### src/rtl/keypad_pkg.sv
// keypad_pkg: key codes, raw scan-result encoding, debounce states and the
// PmodKYPD row/column to key-code map shared by the keypad scanner blocks.
package keypad_pkg;

  localparam logic [3:0] KEY_0 = 4'h0;
  localparam logic [3:0] KEY_1 = 4'h1;
  localparam logic [3:0] KEY_2 = 4'h2;
  localparam logic [3:0] KEY_3 = 4'h3;
  localparam logic [3:0] KEY_4 = 4'h4;
  localparam logic [3:0] KEY_5 = 4'h5;
  localparam logic [3:0] KEY_6 = 4'h6;
  localparam logic [3:0] KEY_7 = 4'h7;
  localparam logic [3:0] KEY_8 = 4'h8;
  localparam logic [3:0] KEY_9 = 4'h9;
  localparam logic [3:0] KEY_A = 4'hA;
  localparam logic [3:0] KEY_B = 4'hB;
  localparam logic [3:0] KEY_C = 4'hC;
  localparam logic [3:0] KEY_D = 4'hD;
  localparam logic [3:0] KEY_E = 4'hE;
  localparam logic [3:0] KEY_F = 4'hF;

  // raw result: bit4=0 -> single key in [3:0]; bit4=1 -> special sentinel
  localparam logic [4:0] RAW_NONE  = 5'h10;
  localparam logic [4:0] RAW_MULTI = 5'h11;

  typedef enum logic [1:0] {
    IDLE         = 2'd0,
    PRESS_WAIT   = 2'd1,
    HELD         = 2'd2,
    RELEASE_WAIT = 2'd3
  } db_state_t;

  function automatic logic [3:0] keymap(input logic [1:0] r, input logic [1:0] c);
    logic [3:0] code;
    case ({r, c})
      4'b00_00: code = KEY_1;
      4'b00_01: code = KEY_2;
      4'b00_10: code = KEY_3;
      4'b00_11: code = KEY_A;
      4'b01_00: code = KEY_4;
      4'b01_01: code = KEY_5;
      4'b01_10: code = KEY_6;
      4'b01_11: code = KEY_B;
      4'b10_00: code = KEY_7;
      4'b10_01: code = KEY_8;
      4'b10_10: code = KEY_9;
      4'b10_11: code = KEY_C;
      4'b11_00: code = KEY_0;
      4'b11_01: code = KEY_F;
      4'b11_10: code = KEY_E;
      default:  code = KEY_D;
    endcase
    return code;
  endfunction

endpackage

### src/rtl/keypad_debounce.sv
// keypad_debounce: turns one raw result per full scan into a single
// qualified key code per physical press.
// Optional auto-repeat while held: define KEYPAD_REPEAT_EN.
//
// state        | meaning
// IDLE         | no key accepted, waiting for a single key
// PRESS_WAIT   | same single key seen cnt consecutive scans
// HELD         | key reported, waiting for release
// RELEASE_WAIT | no key seen cnt consecutive scans
module keypad_debounce
  import keypad_pkg::*;
#(
  parameter int DEBOUNCE_SCANS = 4,
  parameter int REPEAT_DELAY   = 500,
  parameter int REPEAT_PERIOD  = 100
) (
  input  logic       clk,
  input  logic       rst,
  input  logic       scan_stb,
  input  logic [4:0] raw,
  output logic [3:0] decode,
  output logic       key_valid
);

  localparam logic [3:0] DB_TARGET = 4'(DEBOUNCE_SCANS);

  db_state_t  state;
  logic [3:0] cand;
  logic [3:0] cnt;
  logic       is_single;
  logic       is_cand;
  logic       is_none;

  assign is_single = ~raw[4];
  assign is_cand   = (raw == {1'b0, cand});
  assign is_none   = (raw == RAW_NONE);

`ifdef KEYPAD_REPEAT_EN
  // down-counter to the next repeat; first reload is one short because the
  // accepting scan already counts as the first held scan
  localparam logic [15:0] RPT_FIRST = (REPEAT_DELAY > 1) ? 16'(REPEAT_DELAY - 1) : 16'd1;
  localparam logic [15:0] RPT_NEXT  = (REPEAT_PERIOD > 0) ? 16'(REPEAT_PERIOD) : 16'd1;
  logic [15:0] rpt_cnt;
`else
  // repeat timing parameters have no effect in this build
  logic unused_rpt;
  assign unused_rpt = (REPEAT_DELAY + REPEAT_PERIOD) != 0;
`endif

  // debounce FSM, advanced only on the per-scan strobe
  always_ff @(posedge clk or negedge rst) begin
    if (!rst) begin
      state     <= IDLE;
      cand      <= 4'h0;
      cnt       <= 4'h0;
      decode    <= 4'h0;
      key_valid <= 1'b0;
`ifdef KEYPAD_REPEAT_EN
      rpt_cnt   <= 16'd0;
`endif
    end else begin
      key_valid <= 1'b0;
      if (scan_stb) begin
        case (state)
          IDLE: begin
            if (is_single) begin
              cand <= raw[3:0];
              if (DB_TARGET == 4'd1) begin
                decode    <= raw[3:0];
                key_valid <= 1'b1;
                cnt       <= DB_TARGET;
                state     <= HELD;
`ifdef KEYPAD_REPEAT_EN
                rpt_cnt   <= RPT_FIRST;
`endif
              end else begin
                cnt   <= 4'd1;
                state <= PRESS_WAIT;
              end
            end
          end
          PRESS_WAIT: begin
            if (is_cand) begin
              if (cnt + 4'd1 == DB_TARGET) begin
                decode    <= cand;
                key_valid <= 1'b1;
                cnt       <= DB_TARGET;
                state     <= HELD;
`ifdef KEYPAD_REPEAT_EN
                rpt_cnt   <= RPT_FIRST;
`endif
              end else begin
                cnt <= cnt + 4'd1;
              end
            end else begin
              state <= IDLE;
            end
          end
          HELD: begin
            if (is_none) begin
              cnt   <= 4'd1;
              state <= (DB_TARGET == 4'd1) ? IDLE : RELEASE_WAIT;
            end
`ifdef KEYPAD_REPEAT_EN
            else if (is_cand) begin
              if (rpt_cnt == 16'd1) begin
                key_valid <= 1'b1;
                rpt_cnt   <= RPT_NEXT;
              end else begin
                rpt_cnt <= rpt_cnt - 16'd1;
              end
            end
`endif
          end
          RELEASE_WAIT: begin
            if (is_none) begin
              if (cnt + 4'd1 == DB_TARGET) state <= IDLE;
              else                         cnt   <= cnt + 4'd1;
            end else if (is_cand) begin
              state <= HELD;
            end else begin
              cnt <= 4'd1;
            end
          end
          default: state <= IDLE;
        endcase
      end
    end
  end

endmodule

### src/rtl/keypad_scanner.sv
// keypad_scanner: drives the PmodKYPD columns one at a time, synchronises
// the rows and reduces each full scan to one raw result for the debouncer.
// Optional auto-repeat while held: define KEYPAD_REPEAT_EN.
module keypad_scanner
  import keypad_pkg::*;
#(
  parameter int SCAN_DIV       = 100000,
  parameter int DEBOUNCE_SCANS = 4,
  parameter int REPEAT_DELAY   = 500,
  parameter int REPEAT_PERIOD  = 100
) (
  input  logic       clk,
  input  logic       rst,
  input  logic [3:0] row,
  output logic [3:0] col,
  output logic [3:0] decode,
  output logic       key_valid
);

  localparam int DIV_W = $clog2(SCAN_DIV);
  localparam logic [DIV_W-1:0] DIV_LAST = DIV_W'(SCAN_DIV - 1);

  logic [DIV_W-1:0] div_cnt;
  logic [1:0]       col_idx;
  logic [3:0]       row_s1, row_s2;
  logic [1:0]       hit_cnt;
  logic [3:0]       hit_key;
  logic [4:0]       raw_result;
  logic             scan_stb;

  logic [3:0] col_low;
  logic [2:0] col_pop;
  logic [3:0] col_key;
  logic [2:0] hit_sum;
  logic [1:0] acc_cnt;
  logic [3:0] acc_key;
  logic [4:0] raw_next;

  // fold the current column's rows into the running scan tally (0, 1, many)
  always_comb begin
    col_low = ~row_s2;
    col_pop = 3'(col_low[0]) + 3'(col_low[1]) + 3'(col_low[2]) + 3'(col_low[3]);
    col_key = 4'h0;
    for (int r = 3; r >= 0; r--) begin
      if (col_low[r]) col_key = keymap(2'(r), col_idx);
    end
    hit_sum  = {1'b0, hit_cnt} + col_pop;
    acc_cnt  = (hit_sum >= 3'd2) ? 2'd2 : hit_sum[1:0];
    acc_key  = (hit_cnt == 2'd0) ? col_key : hit_key;
    case (acc_cnt)
      2'd0:    raw_next = RAW_NONE;
      2'd1:    raw_next = {1'b0, acc_key};
      default: raw_next = RAW_MULTI;
    endcase
  end

  // row synchroniser, column divider/rotation and end-of-scan result capture
  always_ff @(posedge clk or negedge rst) begin
    if (!rst) begin
      row_s1     <= 4'hF;
      row_s2     <= 4'hF;
      div_cnt    <= '0;
      col_idx    <= 2'd0;
      col        <= 4'b1110;
      hit_cnt    <= 2'd0;
      hit_key    <= 4'h0;
      raw_result <= RAW_NONE;
      scan_stb   <= 1'b0;
    end else begin
      row_s1   <= row;
      row_s2   <= row_s1;
      scan_stb <= 1'b0;
      if (div_cnt == DIV_LAST) begin
        div_cnt <= '0;
        col_idx <= col_idx + 2'd1;
        col     <= {col[2:0], col[3]};
        if (col_idx == 2'd3) begin
          raw_result <= raw_next;
          scan_stb   <= 1'b1;
          hit_cnt    <= 2'd0;
          hit_key    <= 4'h0;
        end else begin
          hit_cnt <= acc_cnt;
          hit_key <= acc_key;
        end
      end else begin
        div_cnt <= div_cnt + 1'b1;
      end
    end
  end

  keypad_debounce #(
    .DEBOUNCE_SCANS(DEBOUNCE_SCANS),
    .REPEAT_DELAY  (REPEAT_DELAY),
    .REPEAT_PERIOD (REPEAT_PERIOD)
  ) u_debounce (
    .clk      (clk),
    .rst      (rst),
    .scan_stb (scan_stb),
    .raw      (raw_result),
    .decode   (decode),
    .key_valid(key_valid)
  );

endmodule

### config.mk
export PLATFORM = sky130hd
export DESIGN_NAME = keypad_scanner
export DESIGN_NICKNAME = d
export VERILOG_FILES = /design/src/rtl/keypad_pkg.sv /design/src/rtl/keypad_debounce.sv /design/src/rtl/keypad_scanner.sv
export SDC_FILE = /design/constraint.sdc
export NUM_CORES = 1
export LEC_CHECK = 0
export ABC_AREA = 1
export CORE_UTILIZATION = 44
export DETAILED_ROUTE_END_ITERATION = 12
export PLACE_DENSITY_LB_ADDON = 0.3
export SYNTH_ARGS = -nofsm -noshare
export SYNTH_HDL_FRONTEND = slang
export SYNTH_SLANG_ARGS = --single-unit
### constraint.sdc
create_clock -name clk -period 2.2 [get_ports clk]
set_input_delay 0.44 -clock clk [delete_from_list [all_inputs] [get_ports clk]]
set_output_delay 0.44 -clock clk [all_outputs]
set_load 0.05 [all_outputs]
## After elaboration in Yosys (flattened, before gate mapping)

Cells that the tools add are included.

| word-level totals | value |
|---|---|
| logic and storage cells | 88 |
| bits in registers | 58 |
| input bits | 6 |
| output and inout port bits | 9 |

| cells by class | value |
|---|---|
| bitwise logic cells | 2 |
| add/sub/neg operators | 7 |
| eq/ne operators | 19 |
| reduce and logical (&&, ||, !) cells | 9 |
| magnitude comparators | 1 |
| muxes and demuxes | 36 |

Operators with widths:

| operator | count |
|---|---|
| $pmux W4 S4 | 4 |
| $mux W4 | 13 |
| $mux W2 | 9 |
| $add A17 B1 Y17 const B | 1 |
| $eq A17 B17 Y1 const B | 1 |
| $mux W17 | 1 |
| $ne A3 B3 Y1 const B | 4 |
| $pmux W4 S3 | 1 |
| $reduce_and A6 Y1 | 2 |
| $pmux W5 S2 | 1 |
| $eq A2 B2 Y1 const B | 4 |
| $logic_not A2 Y1 | 4 |
| $pmux W2 S4 | 1 |
| $eq A2 B1 Y1 const B | 3 |
| $mux W1 | 6 |
| $eq A5 B4 Y1 | 1 |
| $eq A5 B5 Y1 const B | 1 |
| $add A4 B1 Y4 const B | 1 |
| $eq A4 B3 Y1 const B | 1 |
| $ne A2 B1 Y1 const B | 2 |
| $not A4 Y4 | 1 |
| $reduce_and A4 Y1 | 1 |
| $add A2 B1 Y3 | 1 |
| $add A2 B3 Y3 | 1 |
| 9 further kinds | 9 |

## Depth between registers and ports, before layout

Gate-level depths: netlist of run 1.

| depth | value |
|---|---|
| depth after elaboration | 9 |
| gate-level depth with buffers | 12 |
| depth with buffers taken out | 12 |

## Modules after synthesis

Synthesis of run 1 repeated with hierarchy kept, for this count alone.

| unflattened totals | value |
|---|---|
| cell total of the unflattened synthesis | 390 |
| area, all modules | 3,168.0 um^2 |

Modules (own cells, without submodules):

| module | times used | sequential area each (um^2) | area each (um^2) | cells an instance |
|---|---|---|---|---|
| keypad_scanner | 1 | 1,091.0 | 2,217.1 | 264 |
| keypad_debounce | 1 | 375.4 | 950.9 | 126 |

## Least setup slack after synthesis of run 1

No wires, ideal clock.

| timing path | value |
|---|---|
| path kind | reg2reg |
| start | register row_s2[0] |
| end | register raw_result[4] |
| path buffers | 0 |
| path slack | -121 ps |
| cell stages (with the launch flop) | 11 |
| setup time | 76 ps |
| data required time | 2,124 ps |
| period minus slack after synthesis | 2,321 ps |
| arrival | 2,245 ps |
| path through | dfstp_2 -> fa_1 -> inv_1 -> fa_1 -> fa_1 -> nor2_1 -> nand2_1 -> inv_1 -> nand2_2 -> o21ai_1 -> inv_1 |

| between the ends | value |
|---|---|
| longest elaborated chain between the ends | 9 |
| elaborated cells on any way between the ends | 10 |
| classes of those cells | add/sub (4); order compare (1); eq/ne (1); mux (2); bitwise (1); reduce/logical (1) |

RTL lines:

| item | line | source |
|---|---|---|
| start, declared | keypad_scanner.sv:25 | `logic [3:0] row_s1, row_s2;` |
| start signal, assigned | keypad_scanner.sv:71 | `row_s2 <= row_s1;` |
| $not A4 Y4 * | keypad_scanner.sv:41 | `col_low = ~row_s2;` |
| $add A1 B1 Y2 * | keypad_scanner.sv:42 | `col_pop = 3'(col_low[0]) + 3'(col_low[1]) + 3'(col_low[2]) + 3'(col_low[3]);` |
| $add A2 B1 Y3 * | keypad_scanner.sv:42 |  |
| $add A3 B1 Y3 * | keypad_scanner.sv:42 |  |
| $add A2 B3 Y3 * | keypad_scanner.sv:47 | `hit_sum = {1'b0, hit_cnt} + col_pop;` |
| $ge A3 B2 Y1 | keypad_scanner.sv:48 | `acc_cnt = (hit_sum >= 3'd2) ? 2'd2 : hit_sum[1:0];` |
| $mux W2 * | keypad_scanner.sv:48 |  |
| $eq A2 B1 Y1 or $logic_not A2 Y1 (tied branches) | keypad_scanner.sv:50 | `case (acc_cnt)` |
| $pmux W5 S2 * | keypad_scanner.sv:50 |  |
| end signal, assigned | keypad_scanner.sv:78 | `raw_result <= raw_next;` |
| end, declared | keypad_scanner.sv:28 | `logic [4:0] raw_result;` |

Mark *: on every way between the ends. The rest lies on a longest branch, timed or not.
A chain may end at the register's enable or synchronous reset.

## Worst setup path after layout of run 1

| timing path | value |
|---|---|
| start | register hit_cnt[0] |
| end | register raw_result[0] |

| between the ends | value |
|---|---|
| longest elaborated chain between the ends | 5 |
| elaborated cells on any way between the ends | 8 |
| classes of those cells | add/sub (1); order compare (1); eq/ne (1); mux (3); reduce/logical (2) |

RTL lines:

| item | line | source |
|---|---|---|
| start, declared | keypad_scanner.sv:26 | `logic [1:0] hit_cnt;` |
| start signal, assigned | keypad_scanner.sv:83 | `hit_cnt <= acc_cnt;` |
| $add A2 B3 Y3 | keypad_scanner.sv:47 |  |
| $ge A3 B2 Y1 | keypad_scanner.sv:48 |  |
| $mux W2 | keypad_scanner.sv:48 |  |
| $eq A2 B1 Y1 or $logic_not A2 Y1 (tied branches) | keypad_scanner.sv:50 |  |
| $pmux W5 S2 * | keypad_scanner.sv:50 |  |

Marks and branches as above.

==> results of run 1 <==
kinds of logic after synthesis:
| kind of cell | after synthesis |
|---|---|
| AO/OA/AOI/OAI | 47 |
| XOR/XNOR | 6 |
| adder cells (fa/ha/maj) | 11 |
| buffers and inverters | 66 |
| flip-flops | 58 |
| AND/OR/NAND/NOR | 179 |
per-layer routing:
layer	global-route usage, %	part of all wire [%]	vias up
met1	22.2	49	1111
met3	4.36	2.4	11
met5	0	0	-
met4	8.64	1.9	0
li1	-	-	1242
met2	28.7	46	30
cells in the final DEF (no fill, tap or decap), drive strengths merged, types with 5 or more instances in the layout:
| cell | synthesis | layout |
|---|---|---|
| nand2 | 98 | 98 |
| dfstp | 12 | 12 |
| buf | 2 | 6 |
| inv | 56 | 56 |
| nor3 | 6 | 6 |
| clkdlybuf4s50 | 0 | 13 |
| nor2 | 34 | 34 |
| nand4 | 17 | 17 |
| nand3 | 19 | 19 |
| dfrtp | 46 | 46 |
| clkbuf | 0 | 11 |
| ha | 8 | 8 |
| o21ai | 30 | 30 |
| a21oi | 5 | 5 |
| xor2 | 5 | 5 |
| clkinv | 8 | 11 |
through the flow:
| stage | area, µm² | setup slack (ps) |
|---|---|---|
| after floorplan | 3190 | -26.0 |
| after global placement | 3470 | -49.0 |
| after detailed placement | 3470 | -106 |
| after CTS | 3670 | -112 |
| after global routing | 3700 | -205 |
| final | 3700 | -117 |
timing repair:
item | 4_1_cts | 5_1_grt
endpoints found under the setup margin | 5 | 7
gates resized for setup | 2 | 8
pin swaps | 2 | 3
buffers inserted | 0 | 1
hold buffers | 0 | 0
how the worst max path moves through the flow:
| stage | from | end | slack, ps | depth (start not counted) |
|---|---|---|---|---|
| after CTS | hit_cnt[0]$_DFFE_PN0N_ | raw_result[4]$_DFFE_PN1P_ | -110 | 11 |
| after global routing | hit_cnt[0]$_DFFE_PN0N_ | raw_result[0]$_DFFE_PN0P_ | -200 | 10 |
| after floorplan | row_s2[0]$_DFF_PN1_ | raw_result[4]$_DFFE_PN1P_ | -30 | 10 |
| after detailed placement | hit_cnt[0]$_DFFE_PN0N_ | raw_result[4]$_DFFE_PN1P_ | -110 | 11 |
| after global placement | hit_cnt[0]$_DFFE_PN0N_ | raw_result[4]$_DFFE_PN1P_ | -50 | 11 |
| final | hit_cnt[0]$_DFFE_PN0N_ | raw_result[0]$_DFFE_PN0P_ | -120 | 10 |
registers in the layout (all words and copies together) (netlist names):
signal	cells
hit_cnt	2
div_cnt	17
u_debounce.state	2
raw_result	5
col	4
u_debounce.decode	4
row_s1	4
u_debounce.key_valid	1
hit_key	4
u_debounce.cnt	4
scan_stb	1
col_idx	2
row_s2	4
u_debounce.cand	4
cell type report:
| class | count | area (µm²) | share of cell area [%] |
|---|---|---|---|
| clock buffers | 11 | 151 | 4.09 |
| clock inverters | 5 | 52.6 | 1.42 |
| repair buffers | 19 | 189 | 5.10 |
| flip-flops and latches | 58 | 1470 | 39.6 |
| multi-input cells | 243 | 1480 | 39.9 |
| inverters | 64 | 248 | 6.69 |
| well taps | 96 | 120 | 3.24 |
power breakdown:
group	internal, W	switching, W	total [W]
clock network	0.000578	0.000424	0.00100
logic	0.0000369	0.0000526	0.0000895
registers	0.00108	0.00000446	0.00108
total	0.00170	0.000481	0.00218
==> impl_metrics.yaml, run 1 <==
yosys:
  ys_seq_elements: 58
  yosysWarnings: 0
  synth_commonest_cells: "nand2_1 (91), inv_1 (51), dfrtp_1 (46)"
  synthFlopType: "dfrtp_1"
  synth_xor_area_share_pct: 1.89
  synth_mux_area_share_pct: 0
  synthArstFlopShare_pct: 100
  syn_area_per_cell_um2: 8.67
  yosys.area_share.simple_pct: 29.5
  synth_area_leaders: "dfrtp_1 (36%), nand2_1 (11%), dfstp_2 (9.9%)"
  syn-cell-area_um2: 3180
  synth_compound_gate_area_share_pct: 9.21
  synth_top_family_by_area: "simple AND/OR/NAND/NOR gates"
  synth_adder_area_share_pct: 5.04
  synth_fp_nets: 384
  synth_cells: 367
  synth_top_area_share_pct: 36.2
  synth_edf_count: 0
  synth_seq_area_share_pct: 46.1
  synth_most_common_cell: "nand2_1"
  yosysTopAreaCell: "dfrtp_1"
  ys_types: 40
placement:
  place_inst: 479
  dp_hpwl_um: 4160
  gp_congestion: 0.791
  numPortBuffers: 14
critical_path:
  r2r_slack_ps: -120
  slowest_stage: "fa_1"
  cp-end-kind: "register"
  worst-path-max-fanout: 2
  worstReg2RegEnd: "raw_result[0]$_DFFE_PN0P_"
  cp_top_family: "adder cells"
  rr_worst_depth: 10
  critPathBufInv: 4
  timing.rr.start: "hit_cnt[0]$_DFFE_PN0N_"
  cp_data_required_time_ps: 2420
  path_class: "reg2reg"
  cpPeakStageDelay_ps: 500
  cp_cell_sequence: "inv_2 -> fa_1 -> inv_1 -> fa_2 -> fa_1 -> nor2_2 -> buf_4 -> inv_2 -> nor2_2 -> a21boi_1"
  startpoint_type: "register"
  arrival_ps: 2540
clocking:
  clock_latency_ps: 340
  cts_tree: "done"
  ctsHtreeMaxLevel: 3
  cts-buffers-inserted: 9
  path_clk_slew_ps: 70
  clock_path_buffers: 2
  cts_sinks: 58
  cts-root-buf: "clkbuf_8"
floorplan:
  num_rows: 30
  die_h_um: 87.0
  dieWidth_um: 87.0
  core_um2: 6910
  top_level_ports: 15
  die-area_um2: 7570
  initial_core_util_pct: 46.1
route:
  dr.pass1.iters: 4
  dr_total_vias: 2394
  viasPerCell: 4.83
  initialDrtViolationCount: 117
  avgRoutedWirePerCell_um: 11.5
  wl_um: 5700
  drc: 0
  ant_nets: 0
power_and_ir_drop:
  power.leakage_nw: 1.82
  cellPowerDensity_nw_per_um2: 588
  power_w: 0.00218
  ir_worst_vdd_uv: 388
outcome:
  violations: "negative setup slack"
  outcome: "complete, but fails checks"
sta:
  finalHoldViolCount: 0
  worst_slew_pin_slew_ps: 498
  timing.fmax_mhz: 432
  finalCritPeriodShare_pct: 105
  slew_violations: 0
  finalWorstSetupSlack_ps: -117
  rsz0062_at_grt: "yes"
  min_period_ps: 2320
  maxSlewHeadroom_pct: 66.7
  setup_viol: 6
  setup_tns_ps: -527
  fin_skew_ps: 13.2
  timing.hold.ws_ps: 82.7
global_routing:
  track_usage_pct: 17.7
  grt_pass1_vias: 2371
  grt_pass1_wl_um: 10300
  antenna_found_initial: 0
  grt-ovfl-total: 0
  grt_max_degree: 59
job:
  cap_violations: 0
cells_and_area:
  synthToLayoutAreaGrowth_pct: 16.4
  fillers: 654
  finish.utilization_pct: 53.6
  num-nets-final: 412
  final_cells: 496
  antennaDiodeCount: 0
  drive_gt1_share_pct: 21.5
worst_hold_path:
  worst_hold_path_type: "in2async"
(Power assumes the default switching activity.)
==> run 2: changes to the inputs <==
--- a/config.mk
+++ b/config.mk
@@ -8,6 +8,7 @@
 export ABC_AREA = 1
 export CORE_UTILIZATION = 44
 export DETAILED_ROUTE_END_ITERATION = 12
+export HOLD_SLACK_MARGIN = 0.02
 export PLACE_DENSITY_LB_ADDON = 0.3
 export SYNTH_ARGS = -nofsm -noshare
 export SYNTH_HDL_FRONTEND = slang
==> results of run 2 <==
No change in the layout: final DEF, timing and power equal those of run 1.
